## src/rtl/dma_timing_ctrl_gen.sv

```systemverilog
// Fixed-priority DMA arbiter with HRQ/HLDA handshake and SI/S0/S1/S2/S3/SW/S4 bus timing.
// Optional feature: define DMA_COMPRESSED_TIMING_EN to enable compressed (S3-less) timing.
module dma_timing_ctrl_gen #(
  parameter int NCH      = 4,
  parameter int MAX_WAIT = 15,
  localparam int CHW     = (NCH > 1) ? $clog2(NCH) : 1
) (
  input  logic             CLK,
  input  logic             RESET,
  input  logic [NCH-1:0]   dreq,
  input  logic             hlda,
  input  logic             ready,
  input  logic             eop_n_in,
  input  logic [NCH-1:0]   tc,
  input  logic [2*NCH-1:0] xfer_type,
  input  logic [2*NCH-1:0] xfer_mode,
  input  logic             cmd_disable,
  input  logic             cmd_ext_wr,
  input  logic             cmd_compress,
  input  logic             addr_carry,
  output logic             hrq,
  output logic             aen,
  output logic             adstb,
  output logic [NCH-1:0]   dack,
  output logic             ior_n,
  output logic             iow_n,
  output logic             memr_n,
  output logic             memw_n,
  output logic             strobe_oe,
  output logic             eop_n_out,
  output logic             ld_cnt,
  output logic [CHW-1:0]   active_ch,
  output logic             wd_timeout
);

  typedef enum logic [2:0] {
    ST_SI, ST_S0, ST_S1, ST_S2, ST_S3, ST_SW, ST_S4
  } state_e;

  localparam logic [1:0] TYPE_WRITE  = 2'b01;
  localparam logic [1:0] TYPE_READ   = 2'b10;
  localparam logic [1:0] MODE_DEMAND = 2'b00;
  localparam logic [1:0] MODE_BLOCK  = 2'b10;
  localparam logic [7:0] WD_LIMIT    = 8'(MAX_WAIT - 1);

  state_e         state, nextState;
  logic [CHW-1:0] activeCh, reqIdx;
  logic [1:0]     chType, chMode, reqType, reqMode;
  logic           eopLatched, wdFlag;
  logic [7:0]     waitCnt;
  logic           chReq, tcCur, inCycle, wdHit, terminate, contNext;
  logic           readOn, writeOn;
  logic           compressOn, carryNext;

`ifdef DMA_COMPRESSED_TIMING_EN
  assign compressOn = cmd_compress;
  assign carryNext  = addr_carry;
`else
  logic unusedCfg;
  assign compressOn = 1'b0;
  assign carryNext  = 1'b1;
  assign unusedCfg  = cmd_compress ^ addr_carry;
`endif

  // Lowest-numbered active request wins; its type/mode are captured on grant.
  always_comb begin
    reqIdx  = '0;
    reqType = '0;
    reqMode = '0;
    for (int i = NCH - 1; i >= 0; i--) begin
      if (dreq[i]) begin
        reqIdx  = CHW'(i);
        reqType = xfer_type[2*i +: 2];
        reqMode = xfer_mode[2*i +: 2];
      end
    end
  end

  assign chReq     = dreq[activeCh];
  assign tcCur     = tc[activeCh];
  assign inCycle   = (state == ST_S1) || (state == ST_S2) || (state == ST_S3) || (state == ST_SW);
  assign wdHit     = (state == ST_SW) && hlda && !ready && (waitCnt == WD_LIMIT);
  assign terminate = tcCur || eopLatched || wdFlag;
  assign contNext  = (chMode == MODE_BLOCK) || ((chMode == MODE_DEMAND) && chReq);

  always_comb begin
    nextState = state;
    case (state)
      ST_SI: if (|dreq && !cmd_disable) nextState = ST_S0;
      ST_S0: begin
        if (hlda)        nextState = ST_S1;
        else if (!chReq) nextState = ST_SI;
      end
      ST_S1: nextState = hlda ? ST_S2 : ST_SI;
      ST_S2: begin
        if (!hlda)           nextState = ST_SI;
        else if (compressOn) nextState = ready ? ST_S4 : ST_SW;
        else                 nextState = ST_S3;
      end
      ST_S3: begin
        if (!hlda)      nextState = ST_SI;
        else if (ready) nextState = ST_S4;
        else            nextState = ST_SW;
      end
      ST_SW: begin
        if (!hlda)               nextState = ST_SI;
        else if (ready || wdHit) nextState = ST_S4;
      end
      ST_S4: begin
        if (terminate || !hlda || !contNext) nextState = ST_SI;
        else if (compressOn && !carryNext)   nextState = ST_S2;
        else                                 nextState = ST_S1;
      end
      default: nextState = ST_SI;
    endcase
  end

  // Watchdog flag is sticky across the return to SI and only clears on the next grant.
  always_ff @(posedge CLK or posedge RESET) begin
    if (RESET) begin
      state      <= ST_SI;
      activeCh   <= '0;
      chType     <= '0;
      chMode     <= '0;
      eopLatched <= 1'b0;
      wdFlag     <= 1'b0;
      waitCnt    <= '0;
    end else begin
      state <= nextState;
      if ((state == ST_SI) && (nextState == ST_S0)) begin
        activeCh <= reqIdx;
        chType   <= reqType;
        chMode   <= reqMode;
        wdFlag   <= 1'b0;
      end else if (wdHit) begin
        wdFlag <= 1'b1;
      end
      if (state == ST_SI)
        eopLatched <= 1'b0;
      else if (inCycle && !eop_n_in)
        eopLatched <= 1'b1;
      waitCnt <= (state == ST_SW) ? waitCnt + 8'd1 : 8'd0;
    end
  end

  // Bus outputs are decoded from state plus the latched channel/type.
  always_comb begin
    hrq       = 1'b0;
    aen       = 1'b0;
    adstb     = 1'b0;
    dack      = '0;
    ld_cnt    = 1'b0;
    eop_n_out = 1'b1;
    readOn    = 1'b0;
    writeOn   = 1'b0;
    case (state)
      ST_S0: hrq = 1'b1;
      ST_S1: begin
        hrq   = 1'b1;
        aen   = 1'b1;
        adstb = 1'b1;
      end
      ST_S2: begin
        hrq     = 1'b1;
        aen     = 1'b1;
        readOn  = 1'b1;
        writeOn = cmd_ext_wr || compressOn;
      end
      ST_S3, ST_SW: begin
        hrq     = 1'b1;
        aen     = 1'b1;
        readOn  = 1'b1;
        writeOn = 1'b1;
      end
      ST_S4: begin
        hrq       = 1'b1;
        aen       = 1'b1;
        ld_cnt    = 1'b1;
        eop_n_out = !tcCur;
      end
      default: ;
    endcase
    if (aen) dack[activeCh] = 1'b1;
  end

  // Verify (and the reserved type) never drives a strobe.
  assign ior_n  = !((chType == TYPE_WRITE) && readOn);
  assign memw_n = !((chType == TYPE_WRITE) && writeOn);
  assign memr_n = !((chType == TYPE_READ) && readOn);
  assign iow_n  = !((chType == TYPE_READ) && writeOn);

  assign strobe_oe  = hlda;
  assign active_ch  = activeCh;
  assign wd_timeout = wdFlag;

endmodule

```

## config.mk

```make
export PLATFORM = sky130hd
export DESIGN_NAME = dma_timing_ctrl_gen
export DESIGN_NICKNAME = d
export VERILOG_FILES = /design/src/rtl/dma_timing_ctrl_gen.sv
export SDC_FILE = /design/constraint.sdc
export NUM_CORES = 1
export LEC_CHECK = 0
export CORE_AREA = 2 2 55 57
export CTS_CLUSTER_SIZE = 10
export DETAILED_ROUTE_END_ITERATION = 12
export DIE_AREA = 0 0 57 59
export PLACE_DENSITY = 0.84
export SLEW_MARGIN = 20
export SYNTH_ARGS = -nofsm -noshare
export SYNTH_HDL_FRONTEND = slang
export SYNTH_SLANG_ARGS = --single-unit
```

## constraint.sdc

```tcl
create_clock -name CLK -period 2.35 [get_ports CLK]
set_input_delay 0.235 -clock CLK [delete_from_list [all_inputs] [get_ports CLK]]
set_output_delay 0.235 -clock CLK [all_outputs]
set_load 0.1 [all_outputs]
```

==> summary.txt, run 1 <==
Run status
  • Status: completed

Placed design
  • Detailed placement HPWL: 2340 um
  • Pre-CTS setup slack: 418 ps
  • Post-DP Area: 1790 um^2
  • I/O Buffers: 47
  • GP Congestion: 0.846
  • Inst Count DP: 209

Logic synthesis
  • Total of warnings raised by yosys: 0
  • Mapped Avg Cell Area: 9.07 um^2
  • Flops & latches, synth: 19
  • Number of synthesized flops with an enable pin: 0
  • Top cell type's share of synthesized area: 38.3%
  • Cell count after synthesis: 137
  • Register area share after synthesis: 38.3%
  • Post-synth ARST share: 100%
  • Post-synthesis cell type count: 38
  • Mapped Area: 1240 um^2
  • Syn_nets: 173
  • Top_reg_cell synth: dfrtp_1
  • Cell taking the most area after synthesis: dfrtp_1
  • Synth area leaders: dfrtp_1, nor2_1, nand2_1, mux4_2, a211o_1

Worst setup path
  • CP arrival: 1940 ps
  • Startpoint Class: flip-flop
  • Buffers plus inverters on the worst setup path: 2
  • Crit path cell chain: nand3_1 > o21ai_1 > inv_1 > and3_2 > buf_12
  • Setup CP Type: reg2out
  • CP endpoint kind: primary output
  • Critical path's top delay family: flip-flops
  • Slowest cell on the critical path: dfrtp_1
  • Crit-path max cell delay: 650 ps
  • Worst Path Max Fanout: 12
  • Critical Path RT: 2120 ps

Detailed routing
  • Post-route ant nets: 0
  • Per-cell routed wire length: 13.7 um
  • Routed WL: 2910 um
  • DR iter-0 viols: 19
  • Vias/cell: 5.35
  • Remaining DRCs: 0
  • Via count: 1140
  • Detailed Routing Iterations Pass 1: 4

Clock tree
  • Clock tree buffer depth: 2
  • Root buffer cell: clkbuf_4
  • Worst-path clk slew: 110 ps
  • CTS tree: yes
  • Post-CTS Resized: 0
  • Clk_lat worst skew: 280 ps
  • Cts hold-fix bufs: 0
  • Post-CTS Setup Bufs: 0
  • Num CTS Buffers: 3
  • CTS H-tree depth: 1
  • # clock sinks: 19

Die
  • Die Ht: 59 um
  • # rows: 19
  • Boundary Pins: 50
  • Die width: 57 um
  • Die area: 3360 um^2
  • Starting density of the core: 45.8%
  • Core box area: 2710 um^2

Worst hold path
  • Hold Crit Class: in2async

Cells and area
  • Fin area: 1820 um^2
  • Ratio of cells with drive above 1 in the final layout: 20.3%
  • Syn-to-layout area delta: 46.2%
  • Final net count: 219
  • Antenna cells: 0
  • Final non-filler cell total: 213
  • Highest-count cells in the layout ignoring fill and taps: clkdlybuf4s50_1, nor2_1, dfrtp_1
  • Most common cell after layout, fill and taps aside: clkdlybuf4s50_1
  • Fin util: 67.0%
  • Filler cells: 227

Timing
  • Rel. slew slack: 53.2%
  • Setup Skew: 1.82 ps
  • Worst setup margin: 178 ps
  • Final hold vios: 0
  • Tmin final: 2170 ps
  • Final Max Slew Viols: 0
  • Period utilization: 92.4%
  • Max Clk Rate: 460 MHz
  • Final Setup Violations: 0
  • Hold WS: 355 ps
  • RSZ-0062 raised after global routing: no
  • Worst slew pin tran: 701 ps

Power
  • Combinational share of power: 64.1%
  • Reg power frac: 27.8%
  • Switching part of the total: 54.1%
  • Internal power: 0.903 mW
  • Leakage power: 0.804 nW
  • Pwr/cell area: 1080 nW/um^2
  • Peak VDD IR: 1.09 mV
  • NetSw: 1.06 mW
  • Clock share of power: 8.1%

Global routing
  • Busiest grt layer: met2
  • GR Overflow Total: 0
  • Largest net degree at the start of global routing: 20
  • GRT Util Overall: 17.9%
  • GR Layer Usage met2: 33.7%
  • First-pass GRT wire length: 4810 um
  • Met1 usage: 22.5%
  • Number of global-route vias before repair: 1082
  • Met3 usage: 1.31%
  • Initial antenna violation count: 0

Job
  • Count of max-cap constraint violations: 0
==> power groups by stage <==
stage / sequential (mW) / combinational (mW) / clock [mW]
5_1_grt: 0.568 / 1.32 / 0.175
2_1_floorplan: 0.608 / 0.861 / 0
3_5_place_dp: 0.555 / 1.26 / 0
6_report: 0.547 / 1.26 / 0.160
4_1_cts: 0.548 / 1.27 / 0.163
3_3_place_gp: 0.549 / 1.24 / 0
==> metal layers <==
metal	share of wire (%)	wire length, um
met5	0	0
met1	43	1260
met4	0.93	27
met3	5.2	152
met2	51	1470
==> Yosys cell counts, types with 3 or more instances <==
cell type	instances
a31oi_1	4
dfrtp_1	19
nor3b_1	3
a221oi_1	4
nor4b_1	3
ha_1	3
a211o_1	5
nor2b_1	4
nor3_1	3
xor2_1	5
inv_1	8
nand2_1	19
nor2_1	24
==> sequential cells by signal, summed over array words and instances, names as in the netlist <==
name        count
active_ch       2
chMode          2
chType          2
eopLatched      1
state           3
waitCnt         8
wd_timeout      1
==> final cells by class <==
type	instances	area [um^2]	area share (%)
multi-input cells	103	711	39.1
inverters	8	30.0	1.65
well taps	31	38.8	2.13
flip-flops and latches	19	475	26.2
clock buffers	4	26.3	1.45
repair buffers	48	536	29.5
==> kinds of logic after synthesis <==
group | after synthesis | synth area share (%)
buffers and inverters | 15 | 6.44
AOI/OAI and AO/OA | 20 | 12.4
and+or+nand+nor | 70 | 29.9
xor gates and xnor gates | 6 | 4.23
muxes | 4 | 5.74
adders and majority gates | 3 | 3.02
DFF | 19 | 38.3
==> stage by stage <==
stage	setup TNS [ps]	power, mW
3_3_place_gp	0	1.79
6_report	0	1.97
3_5_place_dp	0	1.82
5_1_grt	0	2.06
4_1_cts	0	1.98
2_1_floorplan	-622	1.47
==> worst paths after layout <==
check | from | slack [ps] | cells after the start | endpoint
max | state[2] | 180 | 5 | dack[3]
min | RESET | 360 | 2 | waitCnt[3]
max reg2reg | state[1] | 660 | 5 | chType[0]
min reg2reg | eopLatched | 520 | 2 | eopLatched
max in group asynchronous | RESET | 1550 | 2 | waitCnt[5]
min in group CLK | xfer_mode[0] | 510 | 3 | chMode[0]
No activity file was read; power rests on OpenSTA's default activity.
==> run 2: changes to the inputs <==
--- a/config.mk
+++ b/config.mk
@@ -6,6 +6,7 @@
 export NUM_CORES = 1
 export LEC_CHECK = 0
 export CORE_AREA = 2 2 55 57
+export CTS_CLUSTER_DIAMETER = 80
 export CTS_CLUSTER_SIZE = 10
 export DETAILED_ROUTE_END_ITERATION = 12
 export DIE_AREA = 0 0 57 59
==> results of run 2 <==
Final layout, timing and power as in run 1 (identical DEF).
